$ cat config.mk
export PLATFORM = sky130hd
export DESIGN_NAME = soc_decerr_slave
export DESIGN_NICKNAME = d
export VERILOG_FILES = /design/src/rtl/soc_decerr_slave_pkg.sv /design/src/rtl/soc_decerr_rd_fsm.sv /design/src/rtl/soc_decerr_slave.sv
export SDC_FILE = /design/constraint.sdc
export NUM_CORES = 1
export LEC_CHECK = 0
export CORE_AREA = 2 2 132 134
export DETAILED_ROUTE_END_ITERATION = 6
export DIE_AREA = 0 0 134 136
export MAX_ROUTING_LAYER = met4
export PLACE_DENSITY = 0.77
export SLEW_MARGIN = 5
export SYNTH_ARGS = -nofsm -noshare
export SYNTH_HDL_FRONTEND = slang
export SYNTH_SLANG_ARGS = --single-unit
$ cat constraint.sdc
create_clock -name clk_i -period 3.3 [get_ports clk_i]
set_input_delay 0.99 -clock clk_i [delete_from_list [all_inputs] [get_ports clk_i]]
set_output_delay 0.99 -clock clk_i [all_outputs]
set_load 0.02 [all_outputs]
$ cat src/rtl/soc_decerr_slave_pkg.sv
// Shared SoC definitions for the crossbar default (decode-error) slave:
// slave-side ID width, DECERR code, FSM state types and a saturating adder.
package soc_decerr_slave_pkg;

    localparam int unsigned SlvIdWidth = 6;
    localparam logic [1:0]  RespDecErr = 2'b11;

    typedef enum logic [1:0] {
        W_IDLE = 2'd0,
        W_DATA = 2'd1,
        W_RESP = 2'd2
    } wr_state_e;

    typedef enum logic {
        R_IDLE = 1'b0,
        R_DATA = 1'b1
    } rd_state_e;

    // Counter add that pins at all-ones instead of wrapping.
    function automatic logic [31:0] sat_add32(input logic [31:0] a, input logic [1:0] b);
        logic [32:0] sum;
        sum = {1'b0, a} + {31'b0, b};
        return sum[32] ? 32'hFFFF_FFFF : sum[31:0];
    endfunction

endpackage

$ cat src/rtl/soc_decerr_rd_fsm.sv
// Read side of the decode-error slave: accepts one AR at a time and returns
// ar_len+1 DECERR beats with zero data.
module soc_decerr_rd_fsm
    import soc_decerr_slave_pkg::*;
#(
    parameter int unsigned IdWidth   = SlvIdWidth,
    parameter int unsigned DataWidth = 64
) (
    input  logic                 clk_i,
    input  logic                 rst_ni,
    input  logic                 ar_valid_i,
    output logic                 ar_ready_o,
    input  logic [IdWidth-1:0]   ar_id_i,
    input  logic [7:0]           ar_len_i,
    output logic                 r_valid_o,
    input  logic                 r_ready_i,
    output logic                 r_last_o,
    output logic [IdWidth-1:0]   r_id_o,
    output logic [DataWidth-1:0] r_data_o,
    output logic [1:0]           r_resp_o
);

    rd_state_e          state_q, state_d;
    logic [7:0]         cnt_q, cnt_d;
    logic [IdWidth-1:0] id_q, id_d;

    always_ff @(posedge clk_i or negedge rst_ni) begin
        if (!rst_ni) begin
            state_q <= R_IDLE;
            cnt_q   <= '0;
            id_q    <= '0;
        end else begin
            state_q <= state_d;
            cnt_q   <= cnt_d;
            id_q    <= id_d;
        end
    end

    // Outputs depend only on registered state, so they hold while stalled.
    always_comb begin
        state_d    = state_q;
        cnt_d      = cnt_q;
        id_d       = id_q;
        ar_ready_o = 1'b0;
        r_valid_o  = 1'b0;
        r_last_o   = 1'b0;
        case (state_q)
            R_IDLE: begin
                ar_ready_o = 1'b1;
                if (ar_valid_i) begin
                    id_d    = ar_id_i;
                    cnt_d   = ar_len_i;
                    state_d = R_DATA;
                end
            end
            R_DATA: begin
                r_valid_o = 1'b1;
                r_last_o  = (cnt_q == 8'd0);
                if (r_ready_i) begin
                    if (cnt_q == 8'd0) state_d = R_IDLE;
                    else               cnt_d   = cnt_q - 8'd1;
                end
            end
        endcase
    end

    assign r_id_o   = id_q;
    assign r_data_o = '0;
    assign r_resp_o = RespDecErr;

endmodule

$ cat src/rtl/soc_decerr_slave.sv
// Crossbar default slave: answers every unmapped AXI transaction with DECERR
// and logs how many were seen plus the address of the latest one.
module soc_decerr_slave
    import soc_decerr_slave_pkg::*;
#(
    parameter int unsigned IdWidth   = SlvIdWidth,
    parameter int unsigned AddrWidth = 64,
    parameter int unsigned DataWidth = 64
) (
    input  logic                 clk_i,
    input  logic                 rst_ni,
    input  logic                 aw_valid_i,
    output logic                 aw_ready_o,
    input  logic [IdWidth-1:0]   aw_id_i,
    input  logic [AddrWidth-1:0] aw_addr_i,
    input  logic                 w_valid_i,
    output logic                 w_ready_o,
    input  logic                 w_last_i,
    output logic                 b_valid_o,
    input  logic                 b_ready_i,
    output logic [IdWidth-1:0]   b_id_o,
    output logic [1:0]           b_resp_o,
    input  logic                 ar_valid_i,
    output logic                 ar_ready_o,
    input  logic [IdWidth-1:0]   ar_id_i,
    input  logic [AddrWidth-1:0] ar_addr_i,
    input  logic [7:0]           ar_len_i,
    output logic                 r_valid_o,
    input  logic                 r_ready_i,
    output logic                 r_last_o,
    output logic [IdWidth-1:0]   r_id_o,
    output logic [DataWidth-1:0] r_data_o,
    output logic [1:0]           r_resp_o,
    output logic [31:0]          err_cnt_o,
    output logic [AddrWidth-1:0] err_addr_o
);

    wr_state_e            w_state_q, w_state_d;
    logic [IdWidth-1:0]   w_id_q, w_id_d;
    logic [31:0]          err_cnt_q;
    logic [AddrWidth-1:0] err_addr_q;
    logic                 aw_hs, ar_hs;

    always_ff @(posedge clk_i or negedge rst_ni) begin
        if (!rst_ni) begin
            w_state_q <= W_IDLE;
            w_id_q    <= '0;
        end else begin
            w_state_q <= w_state_d;
            w_id_q    <= w_id_d;
        end
    end

    // W data is dropped; only the last-beat marker matters.
    always_comb begin
        w_state_d  = w_state_q;
        w_id_d     = w_id_q;
        aw_ready_o = 1'b0;
        w_ready_o  = 1'b0;
        b_valid_o  = 1'b0;
        case (w_state_q)
            W_IDLE: begin
                aw_ready_o = 1'b1;
                if (aw_valid_i) begin
                    w_id_d    = aw_id_i;
                    w_state_d = W_DATA;
                end
            end
            W_DATA: begin
                w_ready_o = 1'b1;
                if (w_valid_i && w_last_i) w_state_d = W_RESP;
            end
            W_RESP: begin
                b_valid_o = 1'b1;
                if (b_ready_i) w_state_d = W_IDLE;
            end
            default: w_state_d = W_IDLE;
        endcase
    end

    assign b_id_o   = w_id_q;
    assign b_resp_o = RespDecErr;

    soc_decerr_rd_fsm #(
        .IdWidth  (IdWidth),
        .DataWidth(DataWidth)
    ) u_rd_fsm (
        .clk_i     (clk_i),
        .rst_ni    (rst_ni),
        .ar_valid_i(ar_valid_i),
        .ar_ready_o(ar_ready_o),
        .ar_id_i   (ar_id_i),
        .ar_len_i  (ar_len_i),
        .r_valid_o (r_valid_o),
        .r_ready_i (r_ready_i),
        .r_last_o  (r_last_o),
        .r_id_o    (r_id_o),
        .r_data_o  (r_data_o),
        .r_resp_o  (r_resp_o)
    );

    assign aw_hs = aw_valid_i & aw_ready_o;
    assign ar_hs = ar_valid_i & ar_ready_o;

    // AW wins the address log when both channels handshake together.
    always_ff @(posedge clk_i or negedge rst_ni) begin
        if (!rst_ni) begin
            err_cnt_q  <= '0;
            err_addr_q <= '0;
        end else begin
            if (aw_hs || ar_hs)
                err_cnt_q <= sat_add32(err_cnt_q, {1'b0, aw_hs} + {1'b0, ar_hs});
            if (aw_hs)
                err_addr_q <= aw_addr_i;
            else if (ar_hs)
                err_addr_q <= ar_addr_i;
        end
    end

    assign err_cnt_o  = err_cnt_q;
    assign err_addr_o = err_addr_q;

endmodule

Word-level counts from Yosys, hierarchy flattened --
Cells that the tools add are included.
Word-level totals: input bits 156, output and inout port bits 182, word-level logic and storage cells 51, register bits after elaboration 119
Cells by class: reduce and logical (&&, ||, !) cells 9, add/subtract/negate cells 3, mux-type cells 21, eq/ne operators 8, bitwise logic cells 3
Operator list (number):
- $mux W64 | 2
- $add A32 B2 Y33 | 1
- $mux W32 | 1
- $mux W8 | 3
- $pmux W8 S2 | 1
- $ne A2 B2 Y1 const B | 6
- $mux W1 | 9
- $logic_not A8 Y1 | 1
- $sub A8 B1 Y8 const B | 1
- $mux W2 | 3
- $pmux W2 S3 | 1
- $reduce_and A3 Y1 | 2
- $reduce_and A2 Y1 | 2
- $add A1 B1 Y2 | 1
- $and A1 B1 Y1 | 2
- $eq A2 B1 Y1 const B | 1
- $eq A2 B2 Y1 const B | 1
- $logic_not A2 Y1 | 1
- $pmux W1 S2 | 1
- $reduce_bool A2 Y1 | 1
- $logic_and A1 B1 Y1 | 1
- $logic_or A1 B1 Y1 | 1
- $not A1 Y1 | 1

Logic depth before layout (Yosys ltp) --
Gate-level depths: netlist of run 1.
depth in word-level cells 6, mapped depth 12, gate-level depth less buffers 9

By module --
Synthesis of run 1 repeated with hierarchy kept, for this count alone.
Second synthesis, totals: cell total of the unflattened synthesis 725, area total of the unflattened synthesis 6228.5 um^2
Modules (own cells, without submodules):
- soc_decerr_slave | times used 1, seq. area each 2602.5 um^2, cells each 568, area each 4893.4 um^2
- soc_decerr_rd_fsm | times used 1, seq. area each 375.4 um^2, cells each 157, area each 1335.0 um^2

Worst setup path after synthesis of run 1 --
OpenSTA, ideal clock, no wires.
path type in2reg, from input aw_valid_i, to register err_cnt_q[13], in the netlist err_cnt_o[13], setup slack -195 ps, stages 12, required time 3166 ps, library setup time 134 ps, buffers on the path 3, data arrival time 3361 ps, cells stage by stage nor3b_2 > buf_2 > clkbuf_1 > xor2_1 > ha_1 > or2_2 > ha_1 > o211ai_1 > nor2_1 > nand2_1 > clkbuf_1 > nand2_1
On the way: word-level cells in the longest chain between the ends 4, elaborated cells between the ends (all ways) 5, those cells by class 2 x add/sub; 1 x mux; 1 x bitwise; 1 x reduce/logical
Ends and longest elaborated chain:
- start: declaration | RTL line soc_decerr_slave.sv:12 | input logic aw_valid_i,
- $and A1 B1 Y1 (*) | RTL line soc_decerr_slave.sv:102 | assign aw_hs = aw_valid_i & aw_ready_o;
- $add A1 B1 Y2 | RTL line soc_decerr_slave.sv:112 | err_cnt_q <= sat_add32(err_cnt_q, {1'b0, aw_hs} + {1'b0, ar_hs});
- $add A32 B2 Y33 | RTL line soc_decerr_slave_pkg.sv:22 | sum = {1'b0, a} + {31'b0, b};
- $mux W32 | RTL line soc_decerr_slave_pkg.sv:23 | return sum[32] ? 32'hFFFF_FFFF : sum[31:0];
- end signal: assignment | RTL line soc_decerr_slave.sv:112
- end: declaration | RTL line soc_decerr_slave.sv:40 | logic [31:0] err_cnt_q;
Mark *: on every way between the ends. The rest lies on a longest branch, timed or not. A chain may end at the register's enable or synchronous reset.

Worst setup path after layout of run 1 --
from input aw_valid_i, to register err_cnt_q[30], in the netlist err_cnt_o[30]
Same word-level chain as after synthesis.

==> results of run 1 <==
per-stage QoR:
| step | utilization [%] | area (µm²) |
|---|---|---|
| floorplan | - | 6450 |
| global placement | 53.02 | 8949 |
| detailed placement | 53.02 | 8949 |
| CTS | 56.83 | 9590 |
| global route | 56.84 | 9593 |
| finish | 56.84 | 9593 |
power by group through the flow:
stage               logic [W]  clock network [W]  registers (W)
finish                0.00279            0.00200        0.00231
global route          0.00300            0.00212        0.00238
CTS                   0.00283            0.00204        0.00231
detailed placement    0.00282                  0        0.00233
global placement      0.00277                  0        0.00230
floorplan            0.000890                  0        0.00285
logic make-up after synthesis:
logic type,synth area share (%)
AND/OR/NAND/NOR,15.35
adder cells (fa/ha/maj),0.6061
AO/OA/AOI/OAI,10.02
buffers and inverters,10.73
multiplexers,12.97
other,0.1213
flip-flops,48.08
XOR/XNOR,2.121
cells in the final DEF (no fill, tap or decap), types with 9 or more instances in the layout:
cell and count:
nor3_1 9, and3_1 9, buf_4 17, a21oi_1 20, nor2_1 16, nand2_1 115, conb_1 68, xnor2_1 11
clkdlybuf4s50_1 267, nand3_1 14, dfrtp_1 119, nand4_1 9, clkbuf_16 17, mux2_2 10, mux2i_1 69, o21ai_0 73
final cells by class:
cell class                 count  area [µm²]
clock buffer                  21       470.5
clock inverter                11       171.4
fill                        1492        7283
inverter                       7       26.28
multi-input combinational    482        2813
sequential                   119        2978
tap                          225       281.5
timing repair buffer         287        2853
registers in the layout, indices dropped and copies added, names as in the netlist:
name and flops:
b_id_o 6, w_state_q 2, err_cnt_o 32, u_rd_fsm.state_q 1, u_rd_fsm.cnt_q 8, u_rd_fsm.r_id_o 6
err_addr_o 64
worst min-delay path by stage:
stage                     cells after the start                  to  slack [ps]
after floorplan                               2   u_rd_fsm.cnt_q[0]         520
after global placement                        2  u_rd_fsm.r_id_o[4]         460
after detailed placement                      2  u_rd_fsm.r_id_o[5]         470
after CTS                                     1      err_addr_o[22]         360
after global routing                          1      err_addr_o[22]         360
final                                         1      err_addr_o[22]         380
critical path: cells and delay by family:
family / cells / cell delay (ps)
and+or+nand+nor: 4 / 750
buffers and inverters: 1 / 470
adders and majority gates: 2 / 420
muxes: 1 / 330
AOI/OAI and AO/OA: 1 / 200
xor gates and xnor gates: 1 / 100
layer usage:
| layer | track usage (%) | up-vias |
|---|---|---|
| met5 | - | - |
| met4 | 6.738 | 0 |
| met3 | 4.400 | 18 |
| met2 | 33.02 | 199 |
| met1 | 24.98 | 2584 |
| li1 | - | 2638 |
==> impl_metrics.csv, run 1 <==
group,metric,value,unit
clock_network,htree_levels,4,
logic_synthesis,synth.most_common_cell,"dfrtp_1",
clock_network,clkTransAtPathRegs,60,ps
timing,worst_pin_slew,727.7,ps
critical_path,worstSetupStartpointType,"primary input",
critical_path,crit_path_start,"aw_valid_i",
logic_synthesis,synthTopCellsByArea,"dfrtp_1 48%, mux2i_1 11%, buf_4 8.2%",
global_routing,grt_pass1_wl,28.03,mm
logic_synthesis,ys_dominant_reg_cell,"dfrtp_1",
clock_network,clk_latency,410,ps
cells_and_area,instances_no_fill,1152,
cells_and_area,diodes,0,
clock_network,cts_resized,0,
logic_synthesis,post_synth.cell_area_avg,9.692,µm²
pwr,p_leak,4.607,nW
pwr,combPwrFrac,39.3,%
timing,maxSlewViolCount,0,
pwr,internal-power,0.004640,W
logic_synthesis,syn_inst,639,
logic_synthesis,synth-seq-cells,119,
routing,dr.pass1.iters,4,
routing,drcViolationCount,0,
timing,finalSetupViolCount,0,
logic_synthesis,ys_types,45,
critical_path,worstSetupPathType,"in2reg",
routing,drt_iter0_markers,306,
critical_path,r2r_slack,870,ps
floorplan,rows,48,
logic_synthesis,synth-edff-count,0,
place,dp.cells,1120,
floorplan,dieArea,18220,µm²
global_routing,grt_pass1_vias,5202,
clock_network,cts_hold_buf,0,
pwr,p_clk_share,28.2,%
timing,whs,381.0,ps
critical_path,crit_path_end,"err_cnt_o[30]",
status,status,"complete, no violations",
global_routing,track_usage,20.20,%
logic_synthesis,netlist_area,6193,µm²
clock_network,cts_inserted_buffers,17,
logic_synthesis,yosysWarningCount,0,
clock_network,cts_setup_buffers,0,
place,port_buffers,269,
timing,finClkSkew,9.467,ps
timing,min_period,2959,ps
routing,ant_nets,0,
timing,finalSetupTns,0,ps
floorplan,core_area,16880,µm²
pwr,irDropWorstVdd,0.0004781,V
critical_path,rr_endpoint,"err_cnt_o[30]",
timing,fmax,338.0,MHz
cells_and_area,fin_nets,1073,
pwr,power.density,740.7,nW/µm²
critical_path,crit_chain,"clkdlybuf4s50_1, nor3b_4, xor2_1, ha_1, or2_2, ha_1, o211ai_1, nor2_1, nand3_1, mux2_2",
clock_network,clock_path_buffers,2,
timing,slew_headroom,51.04,%
job,max_cap_viol_count,0,
timing,hold_viol,0,
critical_path,crit_path_top_delay_cell,"clkdlybuf4s50_1",
floorplan,die_y,136,µm
floorplan,die_w,134,µm
critical_path,critPathRequiredTime,3600,ps
pwr,power,0.007106,W
logic_synthesis,async_flop_share,100.0,%
cells_and_area,area_growth_syn_to_layout,54.89,%
routing,vias_per_cell,4.721,
critical_path,slowest_delay,470,ps
place,post-place-ws,-75.70,ps
routing,totalWireLength,18.14,mm
logic_synthesis,post-synth-top-area-fraction,48.08,%
routing,maxUsedRoutingLayer,"met4",
cells_and_area,drive_gt1_share,7.012,%
critical_path,critical_path_arrival,3260,ps
timing,post-route-period-util,89.67,%
place,place_congestion,0.8717,
logic_synthesis,yosysSeqAreaShare,48.08,%
place,dp_hpwl,13.27,mm
routing,wl_met2,9.192,mm
routing,vias,5439,
routing,wl_met1,7.525,mm
critical_path,r2r-start,"u_rd_fsm.state_q",
pwr,seqPwrFrac,32.5,%
logic_synthesis,synth_largest_area_cell,"dfrtp_1",
clock_network,cts_tree,"done",
routing,wl_per_cell,15.75,µm
critical_path,endpoint_kind,"flop",
critical_path,reg2reg_depth,10,
timing,setup_slack,341.0,ps
min_path,hold_class,"in2async",
critical_path,path_common_cell,"ha_1",
global_routing,antenna_found_initial,0,
clock_network,cts.sinks,119,
pwr,switching_share,34.69,%
routing,routed-wl-met3,1.128,mm
floorplan,num_io_pins,338,
floorplan,start_util,36.70,%
pwr,power_switching,0.002465,W
global_routing,grt_max_degree,80,
clock_network,root_buffer,"clkbuf_16",
logic_synthesis,synth_commonest_cells,"119 x dfrtp_1, 115 x nand2_1, 73 x o21ai_0",
critical_path,crit_fanout,4,
global_routing,overflow,0,
timing,rsz0062_at_grt,"false",
Power figures use the tool's default switching activity.
==> run 2: changes to the inputs <==
--- a/config.mk
+++ b/config.mk
@@ -5,6 +5,7 @@
 export SDC_FILE = /design/constraint.sdc
 export NUM_CORES = 1
 export LEC_CHECK = 0
+export ABC_CLOCK_PERIOD_IN_PS = 3300
 export CORE_AREA = 2 2 132 134
 export DETAILED_ROUTE_END_ITERATION = 6
 export DIE_AREA = 0 0 134 136
==> results of run 2 <==
The final DEF is identical to that of run 1; final timing and power are the same.
